<file path="config.mk">
export PLATFORM = sky130hd
export DESIGN_NAME = load_data_decoder
export DESIGN_NICKNAME = d
export VERILOG_FILES = /design/src/rtl/mem_map_pkg.sv /design/src/rtl/load_extract.sv /design/src/rtl/load_data_decoder.sv
export SDC_FILE = /design/constraint.sdc
export NUM_CORES = 1
export LEC_CHECK = 0
export ABC_AREA = 1
export CORE_AREA = 4 4 98 100
export DETAILED_ROUTE_END_ITERATION = 10
export DIE_AREA = 0 0 102 104
export GPL_ROUTABILITY_DRIVEN = 0
export PLACE_DENSITY = 0.89
export REMOVE_ABC_BUFFERS = 1
export SKIP_CTS_REPAIR_TIMING = 1
export SLEW_MARGIN = 20
export SYNTH_ARGS = -nofsm -noshare
export SYNTH_HDL_FRONTEND = slang
export SYNTH_SLANG_ARGS = --single-unit
</file>
<file path="constraint.sdc">
create_clock -name clk -period 4.03 [get_ports clk]
set_input_delay 0.403 -clock clk [delete_from_list [all_inputs] [get_ports clk]]
set_output_delay 0.403 -clock clk [all_outputs]
set_load 0.01 [all_outputs]
</file>
<file path="src/rtl/mem_map_pkg.sv">
// Memory-map definitions shared by the load decoder and the store byte-enable encoder.
// Holds size codes, address classes, I/O offsets and the per-stage load metadata.
package mem_map_pkg;

    localparam logic [2:0] SZ_B  = 3'b000;
    localparam logic [2:0] SZ_H  = 3'b001;
    localparam logic [2:0] SZ_W  = 3'b010;
    localparam logic [2:0] SZ_BU = 3'b100;
    localparam logic [2:0] SZ_HU = 3'b101;

    typedef enum logic [1:0] {
        MEM      = 2'd0,
        IO       = 2'd1,
        UNMAPPED = 2'd2
    } addr_class_t;

    localparam logic [3:0] IO_BASE = 4'b1000;

    localparam logic [7:0] IO_TX_CTRL = 8'h00;
    localparam logic [7:0] IO_RX_CTRL = 8'h04;
    localparam logic [7:0] IO_RX_DATA = 8'h0C;
    localparam logic [7:0] IO_CYCLE   = 8'h10;

    typedef struct packed {
        logic        valid;
        addr_class_t cls;
        logic [1:0]  offset;
        logic [2:0]  size;
        logic [31:0] io_word;
    } stage_t;

    // MEM wins the tie-break so a nonstandard io_base can never shadow data RAM.
    function automatic addr_class_t classify(input logic [3:0] addr_hi, input logic [3:0] io_base);
        if (!addr_hi[3] && addr_hi[0]) return MEM;
        if (addr_hi == io_base)        return IO;
        return UNMAPPED;
    endfunction

endpackage

</file>
<file path="src/rtl/load_extract.sv">
// Byte/halfword/word lane select with sign or zero extension; purely combinational.
// Halfword select uses offset[1] only, matching the store encoder's lane choice.
module load_extract
    import mem_map_pkg::*;
(
    input  logic [31:0] i_src,
    input  logic [1:0]  i_offset,
    input  logic [2:0]  i_size,
    output logic [31:0] o_data
);

    logic [7:0]  w_byte;
    logic [15:0] w_half;

    always_comb begin
        w_byte = i_src[7:0];
        case (i_offset)
            2'd0:    w_byte = i_src[7:0];
            2'd1:    w_byte = i_src[15:8];
            2'd2:    w_byte = i_src[23:16];
            default: w_byte = i_src[31:24];
        endcase
    end

    assign w_half = i_offset[1] ? i_src[31:16] : i_src[15:0];

    always_comb begin
        o_data = i_src;
        case (i_size)
            SZ_B:    o_data = {{24{w_byte[7]}}, w_byte};
            SZ_BU:   o_data = {24'b0, w_byte};
            SZ_H:    o_data = {{16{w_half[15]}}, w_half};
            SZ_HU:   o_data = {16'b0, w_half};
            default: o_data = i_src;
        endcase
    end

endmodule

</file>
<file path="src/rtl/load_data_decoder.sv">
// Load-side memory-stage decoder: classifies the address, carries metadata across the
// BRAM read latency, extracts the result, and owns the UART pop and the cycle counter.
module load_data_decoder
    import mem_map_pkg::*;
#(
    parameter int         READ_LATENCY = 1,
    parameter logic [3:0] IO_BASE      = mem_map_pkg::IO_BASE
) (
    input  logic        clk,
    input  logic        rst,
    input  logic        en,
    input  logic        load,
    input  logic [31:0] addr,
    input  logic [2:0]  size,
    output logic        d_enb,
    input  logic [31:0] d_dout,
    input  logic        uart_tx_ready,
    input  logic        uart_rx_valid,
    input  logic [7:0]  uart_rx_data,
    output logic        uart_rx_pop,
    output logic        load_valid,
    output logic [31:0] load_data
);

    logic [31:0] r_cycle_count;
    stage_t      r_stage [READ_LATENCY];

    logic        w_accept;
    addr_class_t w_cls;
    logic [31:0] w_io_word;
    stage_t      w_issue;
    stage_t      w_last;
    logic [31:0] w_src;
    logic [31:0] w_extracted;
    logic        w_unused_addr;

    assign w_unused_addr = ^addr[27:8];

    // Freezing the BRAM port together with the stages keeps d_dout aligned with its metadata.
    assign d_enb    = en;
    assign w_accept = load & en;
    assign w_cls    = classify(addr[31:28], IO_BASE);

    always_comb begin
        w_io_word = 32'h0;
        case (addr[7:0])
            IO_TX_CTRL: w_io_word = {31'b0, uart_tx_ready};
            IO_RX_CTRL: w_io_word = {31'b0, uart_rx_valid};
            IO_RX_DATA: w_io_word = uart_rx_valid ? {24'b0, uart_rx_data} : 32'h0;
            IO_CYCLE:   w_io_word = r_cycle_count;
            default:    w_io_word = 32'h0;
        endcase
    end

    assign uart_rx_pop = w_accept && !rst && (w_cls == IO) &&
                         (addr[7:0] == IO_RX_DATA) && uart_rx_valid;

    always_comb begin
        w_issue         = '0;
        w_issue.valid   = w_accept;
        w_issue.cls     = w_cls;
        w_issue.offset  = addr[1:0];
        w_issue.size    = size;
        w_issue.io_word = w_io_word;
    end

    always_ff @(posedge clk or posedge rst) begin
        if (rst) begin
            r_cycle_count <= 32'h0;
        end else begin
            r_cycle_count <= r_cycle_count + 32'd1;
        end
    end

    always_ff @(posedge clk or posedge rst) begin
        if (rst) begin
            for (int i = 0; i < READ_LATENCY; i++) begin
                r_stage[i] <= '0;
            end
        end else if (en) begin
            r_stage[0] <= w_issue;
            for (int i = 1; i < READ_LATENCY; i++) begin
                r_stage[i] <= r_stage[i-1];
            end
        end
    end

    assign w_last = r_stage[READ_LATENCY-1];

    always_comb begin
        case (w_last.cls)
            MEM:     w_src = d_dout;
            IO:      w_src = w_last.io_word;
            default: w_src = 32'h0;
        endcase
    end

    load_extract u_extract (
        .i_src    (w_src),
        .i_offset (w_last.offset),
        .i_size   (w_last.size),
        .o_data   (w_extracted)
    );

    assign load_valid = w_last.valid;
    assign load_data  = w_last.valid ? w_extracted : 32'h0;

endmodule

</file>
## Word-level counts from Yosys, hierarchy flattened

Index checks and enable logic that the tools add are counted.

- Register bits after elaboration: 72
- Latch bits: 0
- RAM bits: 0
- Memory bits (read-only): 0
- Input bits: 81
- Output and inout bits: 35
- Word-level logic and storage cells: 44
- Memories: 0

- Add/sub/neg operators: 1
- $mul: 0
- Div/mod/pow operators: 0
- $lt $le $gt $ge: 0
- Equal/unequal tests: 11
- Shift operators: 0
- Muxes and demuxes: 14
- Bitwise gates (word level): 1
- Reduce and logical (&&, ||, !) cells: 11

Operators with widths:

| kind | number |
|---|---|
| $pmux W32 S4 | 2 |
| $pmux W32 S2 | 1 |
| $add A32 B1 Y32 const B | 1 |
| $mux W32 | 1 |
| $pmux W8 S3 | 1 |
| $mux W16 | 1 |
| $eq A8 B3 Y1 const B | 1 |
| $eq A8 B4 Y1 const B | 1 |
| $eq A8 B5 Y1 const B | 1 |
| $logic_not A8 Y1 | 1 |
| $mux W2 | 4 |
| $mux W8 | 1 |
| $eq A2 B1 Y1 const B | 3 |
| $eq A3 B3 Y1 const B | 2 |
| $logic_and A1 B1 Y1 | 5 |
| $eq A4 B4 Y1 const B | 1 |
| $logic_not A2 Y1 | 2 |
| $eq A3 B1 Y1 const B | 1 |
| $logic_not A3 Y1 | 1 |
| $mux W1 | 3 |
| $eq A2 B2 Y1 const B | 1 |
| $logic_not A1 Y1 | 2 |
| $and A1 B1 Y1 | 1 |

## Logic depth before layout (Yosys ltp)

Gate-level depths: netlist of the first run.

- Depth in word-level cells: 10
- Mapped depth: 11

## Hierarchy

Synthesis of the first run repeated with hierarchy kept, for this count alone.

- Cells, all modules: 790
- Area total of the unflattened synthesis: 5,104.9 um^2

Modules (own cells, without submodules):

| module | instances | cells an instance | area an instance (um^2) | sequential area each (um^2) |
|---|---|---|---|---|
| load_data_decoder | 1 | 598 | 4,209.0 | 1,801.7 |
| load_extract | 1 | 192 | 895.9 | 0.0 |

## Worst setup path before layout of the first run

OpenSTA, ideal clock, no wires.

- Kind: register to output
- Start: register r_stage[37] in the netlist's numbering
- End: output load_data[10]
- Data arrival time: 1.367 ns
- Path slack: 2.260 ns
- Stages on the path, launching flop included: 11
- Path through: dfrtp_1 -> buf_6 -> nor2_4 -> buf_6 -> buf_12 -> nand2_2 -> nand3_1 -> o21ai_1 -> nand2_1 -> nand2_1 -> a21oi_1

- Longest elaborated chain between the ends: 5
- Elaborated cells on any way between the ends: 7
- Classes of those cells: 1 x eq/ne; 5 x mux; 1 x reduce/logical

RTL lines:

| element | line | source |
|---|---|---|
| start, declared | load_data_decoder.sv:26 | `stage_t r_stage [READ_LATENCY];` |
| start signal, assigned by index | load_data_decoder.sv:83 | `r_stage[i] <= r_stage[i-1];` |
| $eq A2 B1 Y1 / $logic_not A2 Y1 (equally long branches) | load_data_decoder.sv:91 | `case (w_last.cls)` |
| $pmux W32 S2 (*) | load_data_decoder.sv:91 |  |
| $pmux W8 S3 / $mux W16 (equally long branches) | load_extract.sv:17, load_extract.sv:25 |  |
| $pmux W32 S4 (*) | load_extract.sv:29 | `case (i_size)` |
| $mux W32 (*) | load_data_decoder.sv:106 | `assign load_data = w_last.valid ? w_extracted : 32'h0;` |
| end, declared | load_data_decoder.sv:22 | `output logic [31:0] load_data` |

Every way passes the cells marked *; elsewhere a longest branch is shown, timed or not.

## Worst setup path in the final report of the first run

Same ends and word-level chain as after synthesis.

==> results, run 1 <==
- The run finished with clean final reports.
- The number of antenna violations at the first check in global routing is 0.
- The via count of the first global-routing pass is roughly 4500.
- The peak supply drop is roughly 0.15 mV.
- The leading cell type in the layout, fill and taps excluded is sky130_fd_sc_hd__nand2_1.
- The startpoint of the tightest hold check path is r_cycle_count[8].
- After detailed routing, the number of vias per cell comes to 5.66.
- At the pin with the least slew margin, the transition time is roughly 0.9 ns.
- The critical path startpoint category is a register.
- The total number of yosys warnings is 0.
- The arrival time at the worst endpoint is between 3 and 4 ns.
- The number of DRC markers after the initial detailed-route iteration is ~400.
- Clock-pin slew was measured on the worst setup and hold paths at approximately 0.070 ns.
- 0 antenna diodes ended up in the layout.
- The standby leakage power is approximately 2.5 nW.
- The remaining global-route overflow is 0.
- Pin placement for this block handled between 100 and 150 I/O pins.
- The number of flops mapped to enable cells by yosys is 0.
- The count of buffers added on input and output ports is between 90 and 100.
- The critical path class is reg2out.
- The worst-case register-to-register setup slack is 2.38 ns.
- The gate count of the mapped netlist is 639.
- The number of max-capacitance violations reported is 0.
- The kind of path behind the tightest hold check is reg2reg.
- The count of different cell masters after synthesis is 39.
- The biggest area consumer among synthesized cells is sky130_fd_sc_hd__dfrtp_1.
- For the worst-skew pair, the clock arrives at the later sink with an insertion delay of approximately 0.34 ns.
- Derived from the worst setup path, the maximum achievable clock frequency is 288 MHz.
- The fraction of post-synthesis cell area in the top cell type by area is about two fifths.
- The mean cell area of the mapped netlist is roughly 7.3 sq um.
- The core region area is ~0.0087 sq mm.
- The root buffer cell chosen for the clock tree is sky130_fd_sc_hd__clkbuf_8.
- Once detail routing completed, the nets flagged for antenna violations numbered 0.
- Setup repair after global routing left no endpoint under its margin.
- Before antenna repair, the detailed router went through 5 iterations.
- By area the synthesized netlist is led by sky130_fd_sc_hd__dfrtp_1 39%, sky130_fd_sc_hd__nand2_1 17%, sky130_fd_sc_hd__nand3_1 5.5%.
- The H-tree depth reported by CTS is 3.
- TritonCTS built the clock tree.
- Of all nets on the critical path, the largest fanout is 32.
- Among all flip-flop cells after synthesis, the most frequent one is sky130_fd_sc_hd__dfrtp_1.
- The mapped netlist covers between 0.004 and 0.005 sq mm.
- At the placement stage, the worst setup path has a slack of around 1 ns.
- Dividing the detail-routed wire length by the instance count gives between 10 and 15 um.
- The final worst clock skew is roughly 0.0045 ns.
- The number of placed instances, taps included is just over 800.
- In the synthesized netlist the async set-or-reset flop fraction comes to 100%.
- The share of the clock period used by the worst path after layout is a little under nine tenths.
- Buffers inserted during clock tree synthesis total 9.
- The final-report setup violation count is 0.
- The clock sink count is 72.
- The area growth from synthesis to layout is 23.5%.
- The share of layout cells above drive strength 1 is under 10%.
- The synthesized design contains between 70 and 80 register bits.
- For this run, design rule violations remaining after detail routing come to 0.
- The worst hold path depth is 1.
- The number of pins with negative max-slew slack in the final report is 0.
- The total global routing track utilization is a little under a quarter.
- The worst path in the final design needs a cycle of ~3.5 ns, including I/O delays and setup.
- The first global-routing pass estimated roughly 21000 um of wire.
- The chip height is 104 um.
- The required time of the worst setup path is ~3.6 ns.
- The wire length after detailed routing is around 12000 um.
- Dividing total power by cell area gives a power density of roughly 280 mW/mm^2.
- The final hold slack is about 0.47 ns.
- The number of core rows is 34.
- After synthesis, flip-flops and latches occupy 38.8% of the total area.
- Setup total negative slack on the finished layout was measured at 0 ns.
- The net count reported at finish is 801.
- The die is about 100 um wide.
- The top cell types in the final layout, fill and taps aside, are 216 x sky130_fd_sc_hd__nand2_1, 95 x sky130_fd_sc_hd__clkdlybuf4s50_1, 72 x sky130_fd_sc_hd__dfrtp_1, 51 x sky130_fd_sc_hd__nand3_1, 45 x sky130_fd_sc_hd__inv_1.
- The endpoint type of the worst setup path is an output pin.
- The final worst setup slack is ~0.56 ns.
- In this run the tightest slew margin relative to its limit is between 30% and 40%.
- The half-perimeter wire length after placement is about 9400 um.
- Entering global routing, the biggest net connects 53 pins.
- For this configuration, the core starts out at a cell density of 53.5%.
- The buffer levels on the longest clock path is 2.
- The end point of the most critical hold path is r_cycle_count[8].
- The worst flop-to-flop path endpoint is r_cycle_count[24].
- The finished layout holds ~830 standard cells, fillers aside.
- The worst register-to-register path begins at r_cycle_count[0].
- The count of vias placed by the detailed router is 4707.
- The final-report hold violation count is 0.
- The floorplan die area is 0.0106 sq mm.
- The depth of the worst register-to-register path is 7.
==> per-layer routing <==
layer | up-vias | GRT usage, % | wire length [um]
li1 | 2244 | - | -
met1 | 2117 | 31.4 | 4930
met2 | 276 | 37.7 | 5750
met3 | 70 | 4.09 | 1140
met4 | 0 | 11.5 | 563
met5 | - | 0 | 0
==> worst max path at each step <==
stage                            from            end  slack, ns
after floorplan                   rst     load_valid       1.80
after global placement    r_stage[37]  load_data[10]       1.04
after detailed placement  r_stage[37]  load_data[10]       0.97
after CTS                 r_stage[37]  load_data[10]       0.59
after global routing      r_stage[37]  load_data[10]       0.37
final                     r_stage[37]  load_data[10]       0.56
==> through the flow <==
step	util, %	area [sq um]	power [mW]
floorplan	-	4450	0.941
global placement	64.1	5560	1.11
detailed placement	64.1	5560	1.12
CTS	66.0	5730	1.62
global route	66.1	5730	1.69
finish	66.1	5730	1.61
==> critical path, cell delays in order, from the launching register on <==
cell                              delay [ns]
sky130_fd_sc_hd__dfrtp_1                0.48
sky130_fd_sc_hd__nor2_4                 0.58
sky130_fd_sc_hd__nand2_1                0.24
sky130_fd_sc_hd__nand3_2                0.14
sky130_fd_sc_hd__nand3_1                0.11
sky130_fd_sc_hd__nand2_2                0.12
sky130_fd_sc_hd__nand2_4                0.22
sky130_fd_sc_hd__a21oi_1                0.26
sky130_fd_sc_hd__clkdlybuf4s50_1        0.57
==> registers in the layout, indices dropped and copies added, names as in the netlist <==
name	cells
r_stage	39
r_cycle_count	32
load_valid	1
==> logic make-up after synthesis <==
| group | count (synthesis) | share of synthesized area, % |
|---|---|---|
| fa+ha+maj | 1 | 0.269 |
| buf+inv | 81 | 8.41 |
| xor+xnor | 27 | 5.09 |
| simple gates | 357 | 33.6 |
| flops | 72 | 38.8 |
| compound gates | 101 | 13.9 |
==> layout make-up <==
cell class / count / area [sq um]
tap: 108 / 135
multi-input combinational: 486 / 2450
clock inverter: 3 / 17.5
timing repair buffer: 98 / 973
fill: 669 / 2950
sequential: 72 / 1800
inverter: 52 / 199
clock buffer: 12 / 155
==> synthesized netlist by cell type, types with 5 or more instances <==
cell type                  instances
sky130_fd_sc_hd__o22ai_1          12
sky130_fd_sc_hd__buf_6             7
sky130_fd_sc_hd__nand3_1          51
sky130_fd_sc_hd__nand2_2           5
sky130_fd_sc_hd__xor2_1           23
sky130_fd_sc_hd__nor3_1           11
sky130_fd_sc_hd__buf_2             6
sky130_fd_sc_hd__o21ai_0          41
sky130_fd_sc_hd__a21oi_1           5
sky130_fd_sc_hd__nor2_1           44
sky130_fd_sc_hd__dfrtp_1          72
sky130_fd_sc_hd__a21oi_2          21
sky130_fd_sc_hd__nand2_1         216
sky130_fd_sc_hd__clkbuf_1         12
sky130_fd_sc_hd__nand4_1           7
sky130_fd_sc_hd__o21ai_1           5
sky130_fd_sc_hd__o31ai_1           9
sky130_fd_sc_hd__o211ai_1          5
sky130_fd_sc_hd__inv_1            46
sky130_fd_sc_hd__nor3_2            5
==> power by group <==
group          leakage, nW  switching, mW  internal [mW]
combinational         1.45          0.196          0.162
clock               0.0882          0.254          0.252
sequential           0.977         0.0198          0.730
No activity file was read; power rests on OpenSTA's default activity.
==> run 2: changes to the inputs <==
--- a/config.mk
+++ b/config.mk
@@ -10,6 +10,7 @@
 export DETAILED_ROUTE_END_ITERATION = 10
 export DIE_AREA = 0 0 102 104
 export GPL_ROUTABILITY_DRIVEN = 0
+export HOLD_SLACK_MARGIN = 0.08
 export PLACE_DENSITY = 0.89
 export REMOVE_ABC_BUFFERS = 1
 export SKIP_CTS_REPAIR_TIMING = 1
==> results of run 2 <==
Final layout, timing and power as in run 1 (identical DEF).
